==> config.mk <==
export PLATFORM = sky130hd
export DESIGN_NAME = sfp_acc_bank
export DESIGN_NICKNAME = d
export VERILOG_FILES = /design/src/rtl/sfp_acc_bank.sv
export SDC_FILE = /design/constraint.sdc
export NUM_CORES = 2
export LEC_CHECK = 0
export BUFFER_PORTS_ARGS = -buffer_cell sky130_fd_sc_hd__buf_4
export CAP_MARGIN = 20
export CORE_MARGIN = 3
export CORE_UTILIZATION = 45
export DETAILED_ROUTE_END_ITERATION = 12
export SYNTH_ARGS = -nofsm -noshare
export SYNTH_HDL_FRONTEND = slang
export SYNTH_SLANG_ARGS = --single-unit
==> constraint.sdc <==
create_clock -name i_clk -period 5.92 [get_ports i_clk]
set_clock_uncertainty 0.2 [all_clocks]
set_input_delay 0.296 -clock i_clk [delete_from_list [all_inputs] [get_ports i_clk]]
set_output_delay 0.296 -clock i_clk [all_outputs]
set_load 0.01 [all_outputs]
==> src/rtl/sfp_acc_bank.sv <==
`default_nettype none
// ============================================================================
//  Module   : sfp_acc_bank
//  Purpose  : Multi-pass per-lane partial-sum accumulator bank with ReLU drain.
//  Revision : 1.0
// ============================================================================
module sfp_acc_bank #(
  parameter int COL     = 8,
  parameter int PSUM_BW = 16,
  parameter int ACC_BW  = 20,
  parameter int DEPTH   = 16,
  parameter int ADDR_W  = $clog2(DEPTH)
) (
  input  logic                     i_clk,
  input  logic                     i_reset,
  input  logic                     i_start,
  input  logic [7:0]               i_n_pass,
  input  logic [ADDR_W:0]          i_n_rows,
  input  logic                     i_relu_en,
  input  logic                     i_acc_clear,
  input  logic                     i_in_valid,
  output logic                     o_in_ready,
  input  logic [COL*PSUM_BW-1:0]   i_in_data,
  output logic                     o_out_valid,
  input  logic                     i_out_ready,
  output logic [COL*ACC_BW-1:0]    o_out_data,
  output logic                     o_busy,
  output logic                     o_done
);

  localparam logic [1:0]      S_IDLE  = 2'd0;
  localparam logic [1:0]      S_ACC   = 2'd1;
  localparam logic [1:0]      S_DRAIN = 2'd2;
  localparam logic [ADDR_W:0] C_DEPTH = (ADDR_W+1)'(DEPTH);

  logic [1:0]              r_state;
  logic [ADDR_W-1:0]       r_addr;
  logic [7:0]              r_pass;
  logic [7:0]              r_last_pass;
  logic [ADDR_W:0]         r_last_row;
  logic                    r_relu;
  logic                    r_done;
  logic [COL*ACC_BW-1:0]   r_bank [DEPTH];

  logic                    w_xfer;
  logic                    w_row_end;
  logic                    w_pass_end;
  logic [7:0]              w_last_pass;
  logic [ADDR_W:0]         w_rows;
  logic [COL*ACC_BW-1:0]   w_cur_row;
  logic [COL*ACC_BW-1:0]   w_new_row;

  assign o_in_ready  = (r_state == S_ACC);
  assign o_out_valid = (r_state == S_DRAIN);
  assign o_busy      = (r_state == S_ACC) || (r_state == S_DRAIN);
  assign o_done      = r_done;

  assign w_xfer      = i_in_valid && (r_state == S_ACC);
  assign w_row_end   = ({1'b0, r_addr} == r_last_row);
  assign w_pass_end  = (r_pass == r_last_pass);
  assign w_cur_row   = r_bank[r_addr];

  // Zero counts mean one; oversized row counts clamp to the bank depth.
  assign w_last_pass = (i_n_pass == 8'd0) ? 8'd0 : i_n_pass - 8'd1;
  assign w_rows      = (i_n_rows == '0) ? (ADDR_W+1)'(1) :
                       (i_n_rows > C_DEPTH) ? C_DEPTH : i_n_rows;

  for (genvar k = 0; k < COL; k++) begin : g_lane
    logic signed [ACC_BW:0]   w_in_ext;
    logic signed [ACC_BW:0]   w_old_ext;
    logic signed [ACC_BW:0]   w_sum;
    logic        [ACC_BW-1:0] w_lane;

    assign w_in_ext  = {{(ACC_BW+1-PSUM_BW){i_in_data[k*PSUM_BW+PSUM_BW-1]}},
                        i_in_data[k*PSUM_BW +: PSUM_BW]};
    assign w_old_ext = {w_cur_row[k*ACC_BW+ACC_BW-1], w_cur_row[k*ACC_BW +: ACC_BW]};
    assign w_sum     = w_old_ext + w_in_ext;

    // Pass 0 overwrites; later passes add and clamp on signed overflow.
    always_comb begin
      if (r_pass == 8'd0)
        w_new_row[k*ACC_BW +: ACC_BW] = w_in_ext[ACC_BW-1:0];
      else if (w_sum[ACC_BW] != w_sum[ACC_BW-1])
        w_new_row[k*ACC_BW +: ACC_BW] = w_sum[ACC_BW] ? {1'b1, {(ACC_BW-1){1'b0}}}
                                                      : {1'b0, {(ACC_BW-1){1'b1}}};
      else
        w_new_row[k*ACC_BW +: ACC_BW] = w_sum[ACC_BW-1:0];
    end

    assign w_lane = w_cur_row[k*ACC_BW +: ACC_BW];
    assign o_out_data[k*ACC_BW +: ACC_BW] =
      (r_state != S_DRAIN)          ? '0 :
      (r_relu && w_lane[ACC_BW-1])  ? '0 : w_lane;
  end

  always_ff @(posedge i_clk) begin
    if (i_reset) begin
      r_state     <= S_IDLE;
      r_addr      <= '0;
      r_pass      <= 8'd0;
      r_last_pass <= 8'd0;
      r_last_row  <= '0;
      r_relu      <= 1'b0;
      r_done      <= 1'b0;
      for (int i = 0; i < DEPTH; i++) r_bank[i] <= '0;
    end else begin
      r_done <= 1'b0;
      if (i_acc_clear) begin
        r_state <= S_IDLE;
        r_addr  <= '0;
        r_pass  <= 8'd0;
      end else begin
        case (r_state)
          S_IDLE: begin
            if (i_start) begin
              r_state     <= S_ACC;
              r_addr      <= '0;
              r_pass      <= 8'd0;
              r_last_pass <= w_last_pass;
              r_last_row  <= w_rows - (ADDR_W+1)'(1);
              r_relu      <= i_relu_en;
            end
          end
          S_ACC: begin
            if (w_xfer) begin
              r_bank[r_addr] <= w_new_row;
              if (w_row_end) begin
                r_addr <= '0;
                if (w_pass_end) r_state <= S_DRAIN;
                else            r_pass  <= r_pass + 8'd1;
              end else begin
                r_addr <= r_addr + 1'b1;
              end
            end
          end
          S_DRAIN: begin
            if (i_out_ready) begin
              if (w_row_end) begin
                r_state <= S_IDLE;
                r_addr  <= '0;
                r_done  <= 1'b1;
              end else begin
                r_addr <= r_addr + 1'b1;
              end
            end
          end
          default: r_state <= S_IDLE;
        endcase
      end
    end
  end

endmodule
`default_nettype wire
==> results.yml <==
outcome:
  status: "finished, final reports clean"
timing:
  max_freq_ghz: 0.172
  min_period_ps: 5810
  setup_tns_ps: 0
  relSlewSlack_pct: 9.05
  setup_viol: 0
  min_period_over_period_pct: 98.1
  hold_slack_ps: 62.7
  slew_violations: 0
  hold_viol_final: 0
  worst-slew-pin-transition_ps: 1360
flow_run:
  cap_violations: 0
placed_design:
  hpwl_um: 226000
  portBuffers: 311
  place_congestion: 0.884
setup_path:
  cp_cell_sequence: "buf_12 -> buf_4 -> buf_4 -> mux4_2 -> mux4_2 -> ha_1 -> or4_1 -> o221ai_1 -> o31ai_2 -> a21o_1 -> a21bo_1 -> nand2_4 -> o22ai_2 -> nor2_1"
  max_stage_delay_ps: 710
  cpMaxStageDelayCell: "o22ai_2"
  cp-start-kind: "flop"
  cp_max_fo: 21
  end_kind: "flop"
  worstPathArrival_ps: 6150
  critical_path_class: "flop to flop"
  required_ps: 6260
  r2r_slack_ps: 110
global_routing:
  grt_pass1_wl_um: 573000
  antenna_found_initial: 19
  grt_start_max_net_pins: 98
  grt_util_met2_pct: 44.7
  grt_pass1_vias: 80400
  met1_usage_pct: 39.6
  grt_use_met3_pct: 4.59
  busiest_layer: "met2"
  grt_usage_pct: 28.1
  grt-ovfl-total: 0
logic_synthesis:
  ys_ff_latch: 2593
  syn-instance-count: 8705
  ys.flop_type: "edfxtp_1"
  yosysSeqAreaShare_pct: 62.8
  syn_area_per_cell_um2: 14.2
  synth-edff-count: 2560
  ys_types: 129
  synth-async-reset-ratio_pct: 0
  syn-num-nets: 9033
  synthesis.area_um2: 123000
  synth-warning-count: 0
final_layout:
  nets: 9467
  fill_cells: 22300
  multi_input_area_um2: 42800
  drive_gt1_share_pct: 23.3
  register_area_um2: 77600
  syn2layout_area_growth_pct: 14.9
floorplanning:
  coreArea_um2: 272000
  io_pins: 312
  initial_utilization_pct: 45.4
  die_y_um: 530
  dieArea_um2: 280000
  rows: 191
  fp.dieW_um: 530
route:
  vias_per_cell: 6.23
  postRouteAntennaNets: 0
  drt_iter0_markers: 11100
  post_drt_wl_per_cell_um: 30.9
  drc_errors: 0
  wl_um: 400000
  firstDrtPassIters: 8
  vias: 80500
clock_tree:
  clock_path_buffers: 4
  path_clk_slew_ps: 60
  ctsHtreeMaxLevel: 5
  clock_latency_ps: 880
  clock-sinks: 2593
  cts_buffers: 291
  cts_tree: "built"
  cts_root_buf: "clkbuf_16"
power:
  p_per_area_nw_per_um2: 296
  p_leak_nw: 50.1
  irDropWorstVdd_mv: 0.235
worst_hold_path:
  hp-class: "primary input to flop"
  worstHoldStart: "i_in_data[31]"
-- logic make-up after synthesis --
logic type | after synthesis | synth area share (%)
xor+xnor | 129 | 0.937
mux | 823 | 14.7
buf+inv | 785 | 2.79
compound gates | 752 | 5.15
simple gates | 3433 | 11.6
fa+ha+maj | 190 | 1.96
flops | 2593 | 62.8
-- layout by cell type (no fill, tap or decap), types with 17 or more instances in the layout --
cell | synthesis | final
inv_1 | 84 | 84
clkinv_1 | 0 | 51
buf_4 | 37 | 583
dlygate4sd3_1 | 0 | 162
a31oi_4 | 24 | 24
o211ai_1 | 17 | 17
xnor2_1 | 66 | 66
a21o_1 | 64 | 64
a21oi_2 | 19 | 18
dfxtp_1 | 33 | 28
and2_1 | 167 | 166
nor3_1 | 146 | 140
mux2i_1 | 24 | 23
a21oi_1 | 149 | 149
nand3_1 | 46 | 42
a211oi_1 | 41 | 41
a31oi_1 | 17 | 17
mux4_2 | 784 | 784
nand4_1 | 19 | 19
a22oi_2 | 25 | 25
edfxtp_1 | 2560 | 2560
nand2_1 | 238 | 225
nand2b_1 | 52 | 36
clkbuf_1 | 403 | 70
xor2_1 | 61 | 61
nor2_2 | 43 | 46
o21a_1 | 33 | 32
buf_12 | 1 | 90
clkinv_2 | 0 | 41
and3_1 | 48 | 48
nor2b_1 | 36 | 35
nor2_1 | 2569 | 2566
clkbuf_16 | 0 | 298
o21ai_0 | 100 | 100
o21bai_1 | 18 | 18
o21ai_1 | 23 | 23
ha_1 | 172 | 171
-- worst paths after layout --
path,end,depth (start not counted)
max,r_bank[3][150]$_SDFFCE_PN0P_,14
min,r_bank[2][39]$_SDFFCE_PN0P_,5
max reg2reg,r_bank[3][150]$_SDFFCE_PN0P_,14
min reg2reg,r_last_row[0]$_SDFFE_PP0P_,2
-- routing by layer --
| layer | vias up | share of wire, % |
|---|---|---|
| met5 | - | 0.0068 |
| met4 | 4 | 3.8 |
| met3 | 754 | 10 |
| met2 | 4795 | 47 |
| met1 | 41600 | 39 |
| li1 | 33300 | - |
-- worst max-delay path, delay by kind of cell (launching register included) --
kind	cells	cell delay, ps
flip-flops	1	640
AO/OA/AOI/OAI	5	1770
multiplexers	2	840
buffers and inverters	3	890
adder cells (fa/ha/maj)	1	260
AND/OR/NAND/NOR	3	870
-- power by group --
part	switching, W	leakage [nW]	internal, W
logic	0.00247	20.0	0.00141
clock network	0.00732	4.26	0.00968
registers	0.000198	25.9	0.0208
total	0.00999	50.1	0.0319
-- state kept, by name, indices dropped and copies added (netlist names), named ones only --
| name | count |
|---|---|
| o_done | 1 |
| r_pass | 8 |
| r_relu | 1 |
| r_addr | 4 |
| r_state | 2 |
| r_last_row | 5 |
| r_bank | 2560 |
| r_last_pass | 8 |
-- area by class of cell --
| type | instances | share of cell area (%) |
|---|---|---|
| timing repair buffer | 840 | 5.58 |
| multi-input combinational | 5327 | 30.2 |
| sequential | 2593 | 54.7 |
| tap | 3570 | 3.15 |
| antenna | 13 | 0.0229 |
| inverter | 86 | 0.228 |
| clock buffer | 369 | 5.45 |
| clock inverter | 130 | 0.703 |
-- cells in the mapped netlist, types with 61 or more instances --
cell      count  area [um^2]
clkbuf_1    403         1510
nor2_1     2569         9640
inv_1        84          315
and2_1      167         1040
nor3_1      146          731
ha_1        172         2150
edfxtp_1   2560        76900
xor2_1       61          534
a21o_1       64          480
xnor2_1      66          578
buf_2       190          951
nand2_1     238          893
mux4_2      784        17700
a21oi_1     149          746
o21ai_0     100          500
-- stage by stage --
step / setup WS (ps) / area [um^2] / cells / util [%] / power [W]
5_1_grt: -0.600 / 142000 / 12900 / 52.2 / 0.0431
3_3_place_gp: 208 / 131000 / 12200 / 48.3 / 0.0251
2_1_floorplan: 529 / 123000 / 8705 / - / 0.0238
3_5_place_dp: 202 / 131000 / 12300 / 48.3 / 0.0252
4_1_cts: 161 / 142000 / 12900 / 52.1 / 0.0421
6_report: 114 / 142000 / 12900 / 52.2 / 0.0419
-- repair_timing --
action / in CTS / in global routing
endpoints found under the setup margin: 0 / 186
resized for setup: 0 / 6
buffers inserted: 0 / 0
endpoints found under the hold margin: 2008 / 1
hold buffers: 161 / 1
Power figures use the tool's default switching activity.
